--- src/rtl/dcache_mem_pkg.sv ---
// Shared definitions for the data-cache memory path: bridge state encoding,
// transfer direction flags and line-burst geometry.
package dcache_mem_pkg;

    typedef enum logic [2:0] {
        ST_IDLE    = 3'd0,
        ST_SETTLE  = 3'd1,
        ST_RD_REQ  = 3'd2,
        ST_RD_OUT  = 3'd3,
        ST_WR_PULL = 3'd4,
        ST_WR_CAP  = 3'd5,
        ST_WR_REQ  = 3'd6
    } bridge_state_e;

    localparam logic READ  = 1'b1;
    localparam logic WRITE = 1'b0;

    localparam int BURST_WORDS = 4;
    localparam int HW_PER_WORD = 2;

endpackage

--- src/rtl/dcache_mem_bridge.sv ---
// Converts 4-word cache line bursts into pairs of 16-bit req/ack accesses on
// the external halfword memory port, little-endian halfword order.
module dcache_mem_bridge
    import dcache_mem_pkg::*;
#(
    parameter int DATA_WIDTH     = 32,
    parameter int MEM_ADDR_WIDTH = 22,
    parameter int EXT_DATA_WIDTH = DATA_WIDTH / 2,
    parameter int BURST_WORDS    = dcache_mem_pkg::BURST_WORDS
) (
    input  logic                      i_Clk,
    input  logic                      i_Reset,
    input  logic                      i_Cache_Valid,
    input  logic                      i_Cache_Read_Write_n,
    input  logic [MEM_ADDR_WIDTH-1:0] i_Cache_Address,
    input  logic [DATA_WIDTH-1:0]     i_Cache_Data,
    output logic                      o_Cache_Valid,
    output logic                      o_Cache_Data_Read,
    output logic                      o_Cache_Last,
    output logic [DATA_WIDTH-1:0]     o_Cache_Data,
    output logic                      o_Ext_Req,
    output logic                      o_Ext_We,
    output logic [MEM_ADDR_WIDTH-1:0] o_Ext_Addr,
    output logic [EXT_DATA_WIDTH-1:0] o_Ext_Wdata,
    input  logic                      i_Ext_Ack,
    input  logic [EXT_DATA_WIDTH-1:0] i_Ext_Rdata
);

    localparam int WORD_IDX_W = $clog2(BURST_WORDS);
    localparam int HW_IDX_W   = $clog2(BURST_WORDS * HW_PER_WORD);

    bridge_state_e               state_q, state_d;
    logic [MEM_ADDR_WIDTH-1:0]   base_q, base_d;
    logic [HW_IDX_W-1:0]         hw_idx_q, hw_idx_d;
    logic [WORD_IDX_W-1:0]       word_idx_q, word_idx_d;
    logic [DATA_WIDTH-1:0]       rbuf_q, rbuf_d;
    logic [DATA_WIDTH-1:0]       wbuf_q, wbuf_d;

    logic                        last_word;
    logic                        hw_odd;
    logic [MEM_ADDR_WIDTH-1:0]   ext_addr;

    assign last_word = (word_idx_q == WORD_IDX_W'(BURST_WORDS - 1));
    assign hw_odd    = hw_idx_q[0];
    assign ext_addr  = base_q + MEM_ADDR_WIDTH'(hw_idx_q);

    always_comb begin
        // NOTE: every signal written here gets a default first, so no path
        // through the case can leave one unassigned and infer a latch.
        state_d           = state_q;
        base_d            = base_q;
        hw_idx_d          = hw_idx_q;
        word_idx_d        = word_idx_q;
        rbuf_d            = rbuf_q;
        wbuf_d            = wbuf_q;
        o_Cache_Valid     = 1'b0;
        o_Cache_Data_Read = 1'b0;
        o_Cache_Last      = 1'b0;
        o_Cache_Data      = '0;
        o_Ext_Req         = 1'b0;
        o_Ext_We          = 1'b0;
        o_Ext_Addr        = '0;
        o_Ext_Wdata       = '0;

        unique case (state_q)
            ST_IDLE: begin
                // The direction flag may still be stale here; it is sampled in SETTLE.
                if (i_Cache_Valid) state_d = ST_SETTLE;
            end
            ST_SETTLE: begin
                base_d     = i_Cache_Address;
                hw_idx_d   = '0;
                word_idx_d = '0;
                state_d    = (i_Cache_Read_Write_n == READ) ? ST_RD_REQ : ST_WR_PULL;
            end
            ST_RD_REQ: begin
                o_Ext_Req  = 1'b1;
                o_Ext_Addr = ext_addr;
                if (i_Ext_Ack) begin
                    if (hw_odd) rbuf_d[DATA_WIDTH-1:EXT_DATA_WIDTH] = i_Ext_Rdata;
                    else        rbuf_d[EXT_DATA_WIDTH-1:0]          = i_Ext_Rdata;
                    hw_idx_d = hw_idx_q + 1'b1;
                    if (hw_odd) state_d = ST_RD_OUT;
                end
            end
            ST_RD_OUT: begin
                o_Cache_Valid = 1'b1;
                o_Cache_Data  = rbuf_q;
                o_Cache_Last  = last_word;
                word_idx_d    = word_idx_q + 1'b1;
                state_d       = last_word ? ST_IDLE : ST_RD_REQ;
            end
            ST_WR_PULL: begin
                o_Cache_Data_Read = 1'b1;
                o_Cache_Last      = last_word;
                state_d           = ST_WR_CAP;
            end
            ST_WR_CAP: begin
                // The cache loads the next word on the edge after the pulse.
                wbuf_d  = i_Cache_Data;
                state_d = ST_WR_REQ;
            end
            ST_WR_REQ: begin
                o_Ext_Req   = 1'b1;
                o_Ext_We    = 1'b1;
                o_Ext_Addr  = ext_addr;
                o_Ext_Wdata = hw_odd ? wbuf_q[DATA_WIDTH-1:EXT_DATA_WIDTH]
                                     : wbuf_q[EXT_DATA_WIDTH-1:0];
                if (i_Ext_Ack) begin
                    hw_idx_d = hw_idx_q + 1'b1;
                    if (hw_odd) begin
                        word_idx_d = word_idx_q + 1'b1;
                        state_d    = last_word ? ST_IDLE : ST_WR_PULL;
                    end
                end
            end
            default: state_d = ST_IDLE;
        endcase
    end

    always_ff @(posedge i_Clk) begin
        // NOTE: state registers use non-blocking assignments so every flop
        // samples the pre-edge values regardless of statement order.
        if (i_Reset) begin
            state_q    <= ST_IDLE;
            base_q     <= '0;
            hw_idx_q   <= '0;
            word_idx_q <= '0;
            rbuf_q     <= '0;
            wbuf_q     <= '0;
        end else begin
            state_q    <= state_d;
            base_q     <= base_d;
            hw_idx_q   <= hw_idx_d;
            word_idx_q <= word_idx_d;
            rbuf_q     <= rbuf_d;
            wbuf_q     <= wbuf_d;
        end
    end

endmodule
--- config.mk ---
export PLATFORM = sky130hd
export DESIGN_NAME = dcache_mem_bridge
export DESIGN_NICKNAME = d
export VERILOG_FILES = /design/src/rtl/dcache_mem_pkg.sv /design/src/rtl/dcache_mem_bridge.sv
export SDC_FILE = /design/constraint.sdc
export NUM_CORES = 1
export LEC_CHECK = 0
export CORE_ASPECT_RATIO = 0.6
export CORE_MARGIN = 3
export CORE_UTILIZATION = 42
export CTS_CLUSTER_SIZE = 8
export DETAILED_ROUTE_END_ITERATION = 10
export GPL_TIMING_DRIVEN = 1
export MAX_ROUTING_LAYER = met4
export PLACE_DENSITY = 0.8
export SYNTH_ARGS = -nofsm -noshare
export SYNTH_HDL_FRONTEND = slang
export SYNTH_SLANG_ARGS = --single-unit
--- constraint.sdc ---
create_clock -name i_Clk -period 2.3 [get_ports i_Clk]
set_clock_uncertainty 0.1 [all_clocks]
set_input_delay 0.345 -clock i_Clk [delete_from_list [all_inputs] [get_ports i_Clk]]
set_output_delay 0.345 -clock i_Clk [all_outputs]
set_load 0.03 [all_outputs]
==> results of run 1 <==
[path summary, 6_finish.rpt]
kind                             from  slack (ns)  cells past startpoint                       end
max          hw_idx_q[0]$_SDFFE_PP0P_       -0.43                      7            o_Ext_Addr[20]
min                           i_Reset        0.31                      2  hw_idx_q[1]$_SDFFE_PP0P_
max reg2reg   state_q[1]$_SDFFE_PP0P_        0.41                      5   wbuf_q[26]$_SDFFE_PP0P_
min reg2reg   rbuf_q[20]$_SDFFE_PP0P_        0.35                      2   rbuf_q[20]$_SDFFE_PP0P_
[per-stage QoR]
stage                     total power [uW]  setup TNS [ns]  utilization [%]  hold slack, ns  setup WS, ns
after CTS                             3770           -7.54             67.2           0.298        -0.430
after floorplan                       1980          -0.316                -           0.332       -0.0874
final                                 3750           -6.98             67.7           0.308        -0.427
after global routing                  3890           -9.03             67.7           0.330        -0.478
after detailed placement              2240          -0.837             62.5           0.344        -0.164
after global placement                2230          -0.367             62.5           0.339        -0.108
[cell families after synthesis]
logic type	Yosys count	synth area share (%)
simple gates	303	30.2
compound gates	124	15.0
flops	94	41.9
buf+inv	53	4.48
mux	19	4.23
xor+xnor	12	2.34
fa+ha+maj	6	1.84
[cells in the final DEF, fill, tap and decap left out, types with 8 or more instances in the layout]
cell / Yosys / layout
buf_6: 0 / 15
inv_1: 8 / 8
a21oi_1: 99 / 90
nand2_1: 182 / 182
and2_1: 34 / 34
clkbuf_16: 0 / 9
clkdlybuf4s50_1: 0 / 83
nor2_1: 37 / 35
mux2i_1: 19 / 17
buf_4: 0 / 86
dfxtp_1: 94 / 88
[synthesized netlist by cell type, types with 4 or more instances]
| library cell | number | area [um2] |
|---|---|---|
| nor2_1 | 37 | 139 |
| xor2_1 | 6 | 52.6 |
| nand2b_1 | 6 | 37.5 |
| nand4_1 | 5 | 31.3 |
| ha_1 | 5 | 62.6 |
| o21ai_0 | 7 | 35.0 |
| nand2_1 | 182 | 683 |
| or4_1 | 4 | 30.0 |
| nor4_1 | 6 | 37.5 |
| xnor2_1 | 6 | 52.6 |
| nor3_1 | 6 | 30.0 |
| inv_1 | 8 | 30.0 |
| or3_1 | 7 | 43.8 |
| nand3_1 | 4 | 20.0 |
| a21oi_1 | 99 | 495 |
| dfxtp_1 | 94 | 1880 |
| and2_1 | 34 | 213 |
| mux2i_1 | 19 | 190 |
| clkbuf_1 | 40 | 150 |
[routing by layer]
| metal | vias up | track usage (%) | wire length [um] |
|---|---|---|---|
| li1 | 2349 | - | - |
| met1 | 2282 | 29.7 | 6450 |
| met2 | 162 | 39.7 | 6690 |
| met3 | 17 | 5.18 | 830 |
| met4 | 0 | 4.75 | 136 |
| met5 | - | - | 0 |
[cell type report]
type                    instances  share of cell area (%)
repair buffers                196                    26.0
clock buffers                  11                    3.39
multi-input cells             465                    39.1
inverters                       8                   0.438
well taps                     135                    2.46
flip-flops and latches         94                    27.6
clock inverters                 4                    1.06
[worst register-to-register path, cell delays in order (launching register included)]
cell and delay (ns):
dfxtp_1 0.33, buf_4 0.20, nand2b_1 0.25, or2_2 0.55
nand2_1 0.16, a21oi_1 0.22
[where the power goes]
group	switching (uW)	total, uW	internal (uW)
sequential	35.8	1710	1670
combinational	267	508	241
clock	591	1540	945
total	895	3750	2860
[state kept, by name, summed over array words and instances, names as in the netlist]
signal	flops
state_q	3
wbuf_q	32
base_q	22
word_idx_q	2
hw_idx_q	3
rbuf_q	32
[timing repair]
action,CTS,global route
hold buffers,0,0
cloned,1,0
endpoints found under the setup margin,37,58
hold endpoints to repair,0,0
setup buffers,5,3
resized for setup,41,13
pin swaps,19,10
==> results.ini, run 1 <==
[placed_design]
placed_area_um2=6320
numPortBuffers=149
placed_cells=892
dp_hpwl_mm=10.1
place_congestion=0.886

[critical_path]
cpLargestDelayFamily=simple AND/OR/NAND/NOR gates
cp_max_fo=8
worst_setup_path_end_kind=primary output
critPathMaxStageDelay_ns=0.47
critical_path_class=reg -> out
path_cells=ha_4 > fa_2 > a21oi_2 > or4_4 > or3_4 > a21oi_4 > buf_6
path_buf_inv=1
startpoint_type=flop
worstPathRequired_ns=1.86
worstPathArrival_ns=2.28
cp_slowest_cell=or4_4

[sta]
final.setup.worst_slack_ns=-0.427
setup_viol=29
period_needed_ns=2.73
worstMarginPinSlew_ns=0.605
rsz0062_at_grt=true
finalCritPeriodShare_pct=119
hold_violations=0
slew_violations=0
slew_headroom_pct=59.7
max_freq_mhz=367

[pwr]
ir_drop_uv=364
leakage_uw=0.00258
power.density_nw_per_um2=547

[global_route]
grt_pass1_vias=4777
grtUsageTotal_pct=23.6
grt_overflow=0
grt_first_pass_wirelength_mm=22.8
grt_antenna_before_repair=0
grt_max_degree=33

[finish]
layout-drive-gt1-share_pct=21.2
multi_input_area_um2=2680
fin_cells=913
seqCellArea_um2=1890
syn_to_final_growth_pct=52.6
fillerInstances=795
n_antenna_cell=0
nets=855
finalInstanceArea_um2=6860

[synthesis]
postSynthAreaPerCell_um2=7.36
syn_area_um2=4490
yosysSeqAreaShare_pct=41.9
async_flop_share_pct=0
netlist_instances=611
synth_edf_count=0
yosysWarningCount=0
synth_fp_nets=692
ys_types=44
synth_seq_cells=94
synth_flop_cell=dfxtp_1

[die]
start_util_pct=44.4
dieArea_um2=12000
die_w_um=140
core_area_um2=10100
pin_count=150
die_h_um=86.1
rows=28

[outcome]
status=finished with violations
violations=setup timing

[flow_run]
cap_viol_max_count=0

[drt]
drc_errors=0
drtPass1Iterations=5
drt_iter0_markers=230
vias_per_cell=5.27
ant_nets=0
drt-wirelength-per-cell_um=15.4
vias=4810
wl_mm=14.1

[cts]
numCtsBuffers=9
cts_sinks=94
cts_buffer_depth=2
cts_tree=yes
h-tree-depth=3
cts.reportedPaths.clkPinSlew_ns=0.06
clk_latency_ns=0.34
cts_root_buf=clkbuf_16

[min_path]
hp-class=in -> reg

Note: power is estimated with default switching activity, not from simulation.
==> run 2: changes to the inputs <==
--- a/config.mk
+++ b/config.mk
@@ -5,14 +5,15 @@
 export SDC_FILE = /design/constraint.sdc
 export NUM_CORES = 1
 export LEC_CHECK = 0
+export ABC_AREA = 1
 export CORE_ASPECT_RATIO = 0.6
 export CORE_MARGIN = 3
-export CORE_UTILIZATION = 42
+export CORE_UTILIZATION = 41
 export CTS_CLUSTER_SIZE = 8
 export DETAILED_ROUTE_END_ITERATION = 10
 export GPL_TIMING_DRIVEN = 1
 export MAX_ROUTING_LAYER = met4
-export PLACE_DENSITY = 0.8
+export PLACE_DENSITY = 0.79
 export SYNTH_ARGS = -nofsm -noshare
 export SYNTH_HDL_FRONTEND = slang
 export SYNTH_SLANG_ARGS = --single-unit
==> run 2 against run 1 <==
The flow still finishes with violations (setup timing). Sequential share of layout area up 0.80 points. Cell count grew 4.9%. Global-route usage increased by 0.67 points. Critical endpoint is now o_Ext_Addr[18].
==> results.ini, run 2 <==
[sta]
finalCritPeriodShare_pct=103  ; -15 points
period_needed_ns=2.37  ; -0.353 ns
rsz0062_at_grt=true
setup_viol=12  ; -59%
slew_headroom_pct=64.9  ; +5.2 points
max_freq_mhz=421  ; +15%
slew_violations=0  ; unchanged
hold_violations=0  ; unchanged
worstMarginPinSlew_ns=0.526  ; -0.0792 ns
final.setup.worst_slack_ns=-0.0743  ; +0.353 ns

[finish]
n_antenna_cell=0  ; unchanged
fillerInstances=886  ; +11%
final_common_cell=inv_1
multi_input_area_um2=2290  ; -15%
reg_top3=rbuf_q x32, wbuf_q x32, base_q x22
layout-drive-gt1-share_pct=22.6  ; +1.4 points
final_cell_mix=inv_1, buf_4, nor2_1, o21ai_0, a21oi_1
final_core_util_pct=65.2  ; -2.5 points
syn_to_final_growth_pct=49.4
nets=899  ; +5.1%
finalInstanceArea_um2=6670  ; -2.7%
seqCellArea_um2=1890  ; +0.13%

[drt]
wl_met3_mm=1.64  ; +97%
drc_errors=0  ; unchanged
drt-wirelength-per-cell_um=15.8  ; +2.5%
vias=4986  ; +3.7%
m1WireLength_mm=6.95  ; +7.8%
drtPass1Iterations=6  ; +1
vias_per_cell=5.20  ; -1.2%
dr_wl_met2_mm=6.49  ; -3.0%
drt_iter0_markers=370  ; +61%
ant_nets=0  ; unchanged
top_layer_used=met4
wl_mm=15.2  ; +7.6%

[synthesis]
yosysWarningCount=0  ; unchanged
synthTopCellsByArea=dfxtp_1, o21ai_0, a21oi_1
synth_fp_nets=740  ; +6.9%
postSynthAreaPerCell_um2=6.78  ; -7.8%
netlist_instances=659  ; +7.9%
synth_seq_cells=94  ; unchanged
yosys.area_share.adder_pct=1.85  ; +0.011 points
synth_area_leader_cell=dfxtp_1
synth_xor_area_share_pct=0.196  ; -2.1 points
synth_top_area_share_pct=42.1  ; +0.25 points
ys_types=26  ; -41%
async_flop_share_pct=0  ; unchanged
yosysSeqAreaShare_pct=42.1  ; +0.25 points
synth_common_cells=nor2_1, o21ai_0, inv_1, dfxtp_1, a21oi_1
yosys.area_share.simple_pct=19.8  ; -10 points
synth.most_common_cell=nor2_1
synth_top_family_by_area=compound AO/OA/AOI/OAI gates
synth_edf_count=0  ; unchanged
synth_flop_cell=dfxtp_1
syn_area_um2=4470  ; -0.58%
synth-compound-area-share_pct=23.6  ; +8.6 points
synth.mux.area_fraction_pct=0  ; -4.2 points

[critical_path]
cp_max_fo=4  ; -4
worstRegToRegCells=6  ; +1
startpoint_type=flop
worst_setup_path_end_kind=primary output
worstReg2RegStart=state_q[2]$_SDFFE_PP0P_
worstPathRequired_ns=1.86  ; about the same
worstPathArrival_ns=1.93  ; -0.35 ns
cp-startpoint=base_q[0]$_SDFFE_PP0P_
critical_path_class=reg -> out

[cts]
numCtsBuffers=9  ; unchanged
clk_latency_ns=0.33  ; about the same
cts_root_buf=clkbuf_16
cts_buffer_depth=2  ; unchanged
cts_tree=yes
hold_buffers=0  ; unchanged
cts.reportedPaths.clkPinSlew_ns=0.06  ; about the same
cts_sinks=94  ; unchanged
h-tree-depth=3  ; unchanged

[die]
dieArea_um2=12200  ; +1.7%
rows=28  ; unchanged
pin_count=150  ; unchanged
core_area_um2=10200  ; +1.0%
start_util_pct=43.7  ; -0.71 points
die_h_um=86.9  ; +0.85%
die_w_um=141  ; +0.88%

[placed_design]
dpl_worst_slack_ns=0.0328  ; +0.196 ns
numPortBuffers=149  ; unchanged
dp_hpwl_mm=11.1  ; +9.5%
place_congestion=1.06  ; +19%
placed_area_um2=6020  ; -4.9%

[min_path]
holdPathStages=2  ; unchanged
hp-class=reg -> reg
hold_path_startpoint=rbuf_q[3]$_SDFFE_PP0P_

[global_route]
grt_max_degree=48  ; +45%
grt_pass1_vias=4575  ; -4.2%
grt_overflow=0  ; unchanged
grtUsageTotal_pct=24.3  ; +0.67 points
grt_first_pass_wirelength_mm=23.0  ; +0.85%
grt_antenna_before_repair=0  ; unchanged

[pwr]
ir_drop_uv=438  ; +20%
power.density_nw_per_um2=851  ; +55%
leakage_uw=0.00256  ; -0.81%

[flow_run]
cap_viol_max_count=0  ; unchanged

[outcome]
violations=setup timing
status=finished with violations

-- run 2: cell types whose count changed after synthesis, moves of 7 or more --
cell | before | now
mux2i_1 | 19 | 0
inv_1 | 8 | 97
nand2_1 | 182 | 78
buf_2 | 2 | 14
o22ai_1 | 0 | 16
clkbuf_1 | 40 | 13
or3_1 | 7 | 0
nand3_1 | 4 | 18
nor2_1 | 37 | 107
a21oi_1 | 99 | 87
and2_1 | 34 | 1
o21ai_0 | 7 | 98
-- run 2: layout make-up --
class                   count  share of cell area, %
inverters                 102                   5.81
well taps                 135                   2.53
clock buffers              11                   3.49
multi-input cells         430                   34.3
repair buffers            181                   24.5
flip-flops and latches     94                   28.4
clock inverters             5                  0.900
-- run 2: cells by family (layout without fill, tap and decap cells) --
logic type | Yosys count | count (layout)
compound gates | 206 | 206
xor+xnor | 1 | 1
fa+ha+maj | 6 | 6
buf+inv | 135 | 299
flops | 94 | 94
simple gates | 217 | 217
-- run 2: worst paths after layout --
path	endpoint	slack (ns)
min reg2reg	rbuf_q[3]$_SDFFE_PP0P_	0.35
min	rbuf_q[3]$_SDFFE_PP0P_	0.35
max reg2reg	rbuf_q[29]$_SDFFE_PP0P_	0.42
max	o_Ext_Addr[18]	-0.07
-- run 2: repair_timing --
action | in CTS | in global routing
buffers inserted | 6 | 5
gates cloned | 0 | 0
gates resized for setup | 46 | 40
setup endpoints to repair | 45 | 38
hold endpoints to repair | 0 | 0
pin swaps | 14 | 12
-- run 2: per-stage QoR --
stage / hold WS (ns) / std cells / setup TNS, ns / total power, uW
after floorplan: 0.314 / 659 / 0 / 3310
after global placement: 0.338 / 931 / 0 / 3960
after detailed placement: 0.344 / 931 / 0 / 4020
after CTS: 0.354 / 953 / -0.745 / 5580
after global routing: 0.370 / 958 / -1.97 / 6000
final: 0.350 / 958 / -0.395 / 5680
-- run 2: per-layer routing --
layer / up-vias / track usage [%]
li1: 2444 / -
met1: 2277 / 33.8
met2: 251 / 34.2
met3: 14 / 8.12
met4: 0 / 5.36
met5: - / -
-- run 2: power breakdown --
part	total, uW	internal [uW]	switching (uW)
Sequential	2210	1960	255
Clock	1460	845	616
Combinational	2010	747	1260
Total	5680	3550	2130
-- run 2: worst max-delay path: stages, from the launching register on --
cell and delay, ns:
dfxtp_2 0.34, ha_4 0.16, fa_2 0.38, nand2_2 0.10
nand2_4 0.08, nand3_4 0.11, nor2_4 0.05, nand3_2 0.05
nand2_1 0.06, nor2_1 0.10, buf_4 0.16
==> run 3: changes to the inputs <==
--- a/config.mk
+++ b/config.mk
@@ -14,6 +14,8 @@
 export GPL_TIMING_DRIVEN = 1
 export MAX_ROUTING_LAYER = met4
 export PLACE_DENSITY = 0.79
+export REMOVE_ABC_BUFFERS = 1
+export SKIP_CTS_REPAIR_TIMING = 1
 export SYNTH_ARGS = -nofsm -noshare
 export SYNTH_HDL_FRONTEND = slang
 export SYNTH_SLANG_ARGS = --single-unit
==> run 3 against run 2 <==
Sequential cell count unchanged. Non-clock buffer count decreased by 10. Clock power about the same. Count of clock-buffer cells in the layout decreased by 1. Combinational power decreased by 7%. Core utilization decreased by 1.5 points. Die area unchanged. The flow still finishes with violations (setup timing). Critical path depth unchanged. First-iteration DRC count decreased by 4.9%. Critical path type unchanged.
==> results.ini, run 3 (synthesized netlist as in run 2, its figures left out) <==
[outcome]
status=finished with violations
violations=setup timing

[critical_path]
cp_slowest_cell=fa_2
worstPathRequired_ns=1.86  ; about the same
startpoint_type=flop
path_cells=ha_4 > fa_2 > nand3_1 > nand2_2 > nand3_2 > nor2_1 > nand2_1 > nand2_1 > nor2_1 > buf_4
cpLargestDelayFamily=adder cells
worstPathArrival_ns=1.91  ; -0.02 ns
critPathMaxStageDelay_ns=0.39  ; about the same
worst_setup_path_end_kind=primary output
path_buf_inv=1  ; unchanged
critical_path_class=reg -> out
cp_max_fo=4  ; unchanged

[global_route]
grt_first_pass_wirelength_mm=22.0  ; -4.2%
grt_overflow=0  ; unchanged
groute.layer.met3.usage_pct=7.02  ; -1.1 points
gr-max-usage-layer=met1
grt_util_met1_pct=33.3  ; -0.54 points
grt_antenna_before_repair=0  ; unchanged
grt_max_degree=66  ; +38%
grtUsageTotal_pct=23.2  ; -1.1 points
grt_pass1_vias=4400  ; -3.8%
met2_usage_pct=32.8  ; -1.4 points

[drt]
drtPass1Iterations=5  ; -1
drc_errors=0  ; unchanged
wl_mm=14.1  ; -7.0%
drt-wirelength-per-cell_um=14.9  ; -6.0%
drt_iter0_markers=352  ; -4.9%
vias=4756  ; -4.6%
ant_nets=0  ; unchanged
vias_per_cell=5.02  ; -3.6%

[die]
rows=28  ; unchanged
die_w_um=141  ; unchanged
start_util_pct=43.7  ; unchanged
die_h_um=86.9  ; unchanged
core_area_um2=10200  ; unchanged
pin_count=150  ; unchanged
dieArea_um2=12200  ; unchanged

[finish]
layout-drive-gt1-share_pct=19.9  ; -2.7 points
final_common_cell=nor2_1
nets=889  ; -1.1%
reg_top3=rbuf_q x32, wbuf_q x32, base_q x22
syn_to_final_growth_pct=46.0
final_cell_mix=nor2_1, o21ai_0, inv_1, a21oi_1, dfxtp_1
final_core_util_pct=63.8  ; -1.5 points
n_antenna_cell=0  ; unchanged

[cts]
cts_root_buf=clkbuf_16
cts.reportedPaths.clkPinSlew_ns=0.06  ; about the same
h-tree-depth=3  ; unchanged
clk_latency_ns=0.33  ; about the same
cts_buffer_depth=2  ; unchanged
cts_tree=yes
cts_sinks=94  ; unchanged
numCtsBuffers=9  ; unchanged

[pwr]
sw_frac_of_total_pct=37.0  ; -0.48 points
internal_power_uw=3510  ; -1.2%
seqPwrFrac_pct=40.0  ; +1.1 points
p_sw_uw=2060  ; -3.2%
p_clk_share_pct=26.5  ; +0.8 points
power.density_nw_per_um2=853  ; +0.26%
share_comb_of_total_power_pct=33.5  ; -1.8 points
ir_drop_uv=513  ; +17%
leakage_uw=0.00254  ; -0.76%

[sta]
hold_violations=0  ; unchanged
worstMarginPinSlew_ns=0.566  ; +0.0405 ns
slew_violations=0  ; unchanged
period_needed_ns=2.35  ; -0.0211 ns
final.setup.worst_slack_ns=-0.0532  ; +0.0211 ns
rsz0062_at_grt=true
setup_viol=10  ; -2
finalCritPeriodShare_pct=102  ; -0.92 points
max_freq_mhz=425  ; +0.90%
slew_headroom_pct=62.2  ; -2.7 points

[placed_design]
place_congestion=1.04  ; -1.8%
numPortBuffers=149  ; unchanged
dp_hpwl_mm=10.6  ; -3.7%
dpl_worst_slack_ns=0.151  ; +0.118 ns

[min_path]
hp-class=reg -> reg

[flow_run]
cap_viol_max_count=0  ; unchanged

## run 3: cell types whose count changed in the layout (fill, tap and decap cells not counted), moves of 3 or more
cell     before  now
nor2_2       14    6
o21ai_0      91   96
nor2_1       91   98
o21ai_1       9    6
buf_4        92   81
## run 3: routing by layer
| metal | share of wire [%] | up-vias |
|---|---|---|
| li1 | - | 2415 |
| met1 | 47 | 2118 |
| met2 | 41 | 211 |
| met3 | 11 | 12 |
| met4 | 0.61 | 0 |
| met5 | 0 | - |
## run 3: area by class of cell
class	count	area [um2]
Fill cell	944	3700
Multi-Input combinational cell	430	2190
Sequential cell	94	1900
Timing Repair Buffer	171	1590
Inverter	102	383
Clock buffer	10	229
Tap cell	135	169
Clock inverter	6	68.8
## run 3: worst register-to-register path, cell delays in order, from the launching register on
cell and delay (ns):
dfxtp_2 0.36, inv_2 0.14, nand3_1 0.12, inv_2 0.10, nand3_2 0.41, o21ai_0 0.42
a21oi_1 0.07
## run 3: path summary, 6_finish.rpt
kind	startpoint	end	slack [ns]	cells after the start
setup reg to reg	state_q[2]$_SDFFE_PP0P_	rbuf_q[14]$_SDFFE_PP0P_	0.46	6
hold / removal	wbuf_q[9]$_SDFFE_PP0P_	wbuf_q[9]$_SDFFE_PP0P_	0.35	2
setup / recovery	hw_idx_q[0]$_SDFFE_PP0P_	o_Ext_Addr[20]	-0.05	10
hold reg to reg	wbuf_q[9]$_SDFFE_PP0P_	wbuf_q[9]$_SDFFE_PP0P_	0.35	2
## run 3: power groups by stage
stage / clock (uW) / combinational (uW) / sequential, uW
after detailed placement: 0 / 1780 / 2220
after CTS: 1510 / 1790 / 2190
after floorplan: 0 / 1070 / 2160
final: 1480 / 1860 / 2230
after global placement: 0 / 1730 / 2210
after global routing: 1560 / 2080 / 2260
## run 3: metrics by stage
| step | hold WS, ns | power (uW) | instance area, um2 | instances | TNS [ns] |
|---|---|---|---|---|---|
| after floorplan | 0.314 | 3230 | 4300 | 626 | -1.01 |
| after global placement | 0.337 | 3940 | 6010 | 928 | 0 |
| after detailed placement | 0.342 | 4000 | 6010 | 928 | 0 |
| after CTS | 0.352 | 5480 | 6310 | 944 | -4.75 |
| after global routing | 0.369 | 5900 | 6530 | 948 | -1.44 |
| final | 0.352 | 5570 | 6530 | 948 | -0.285 |
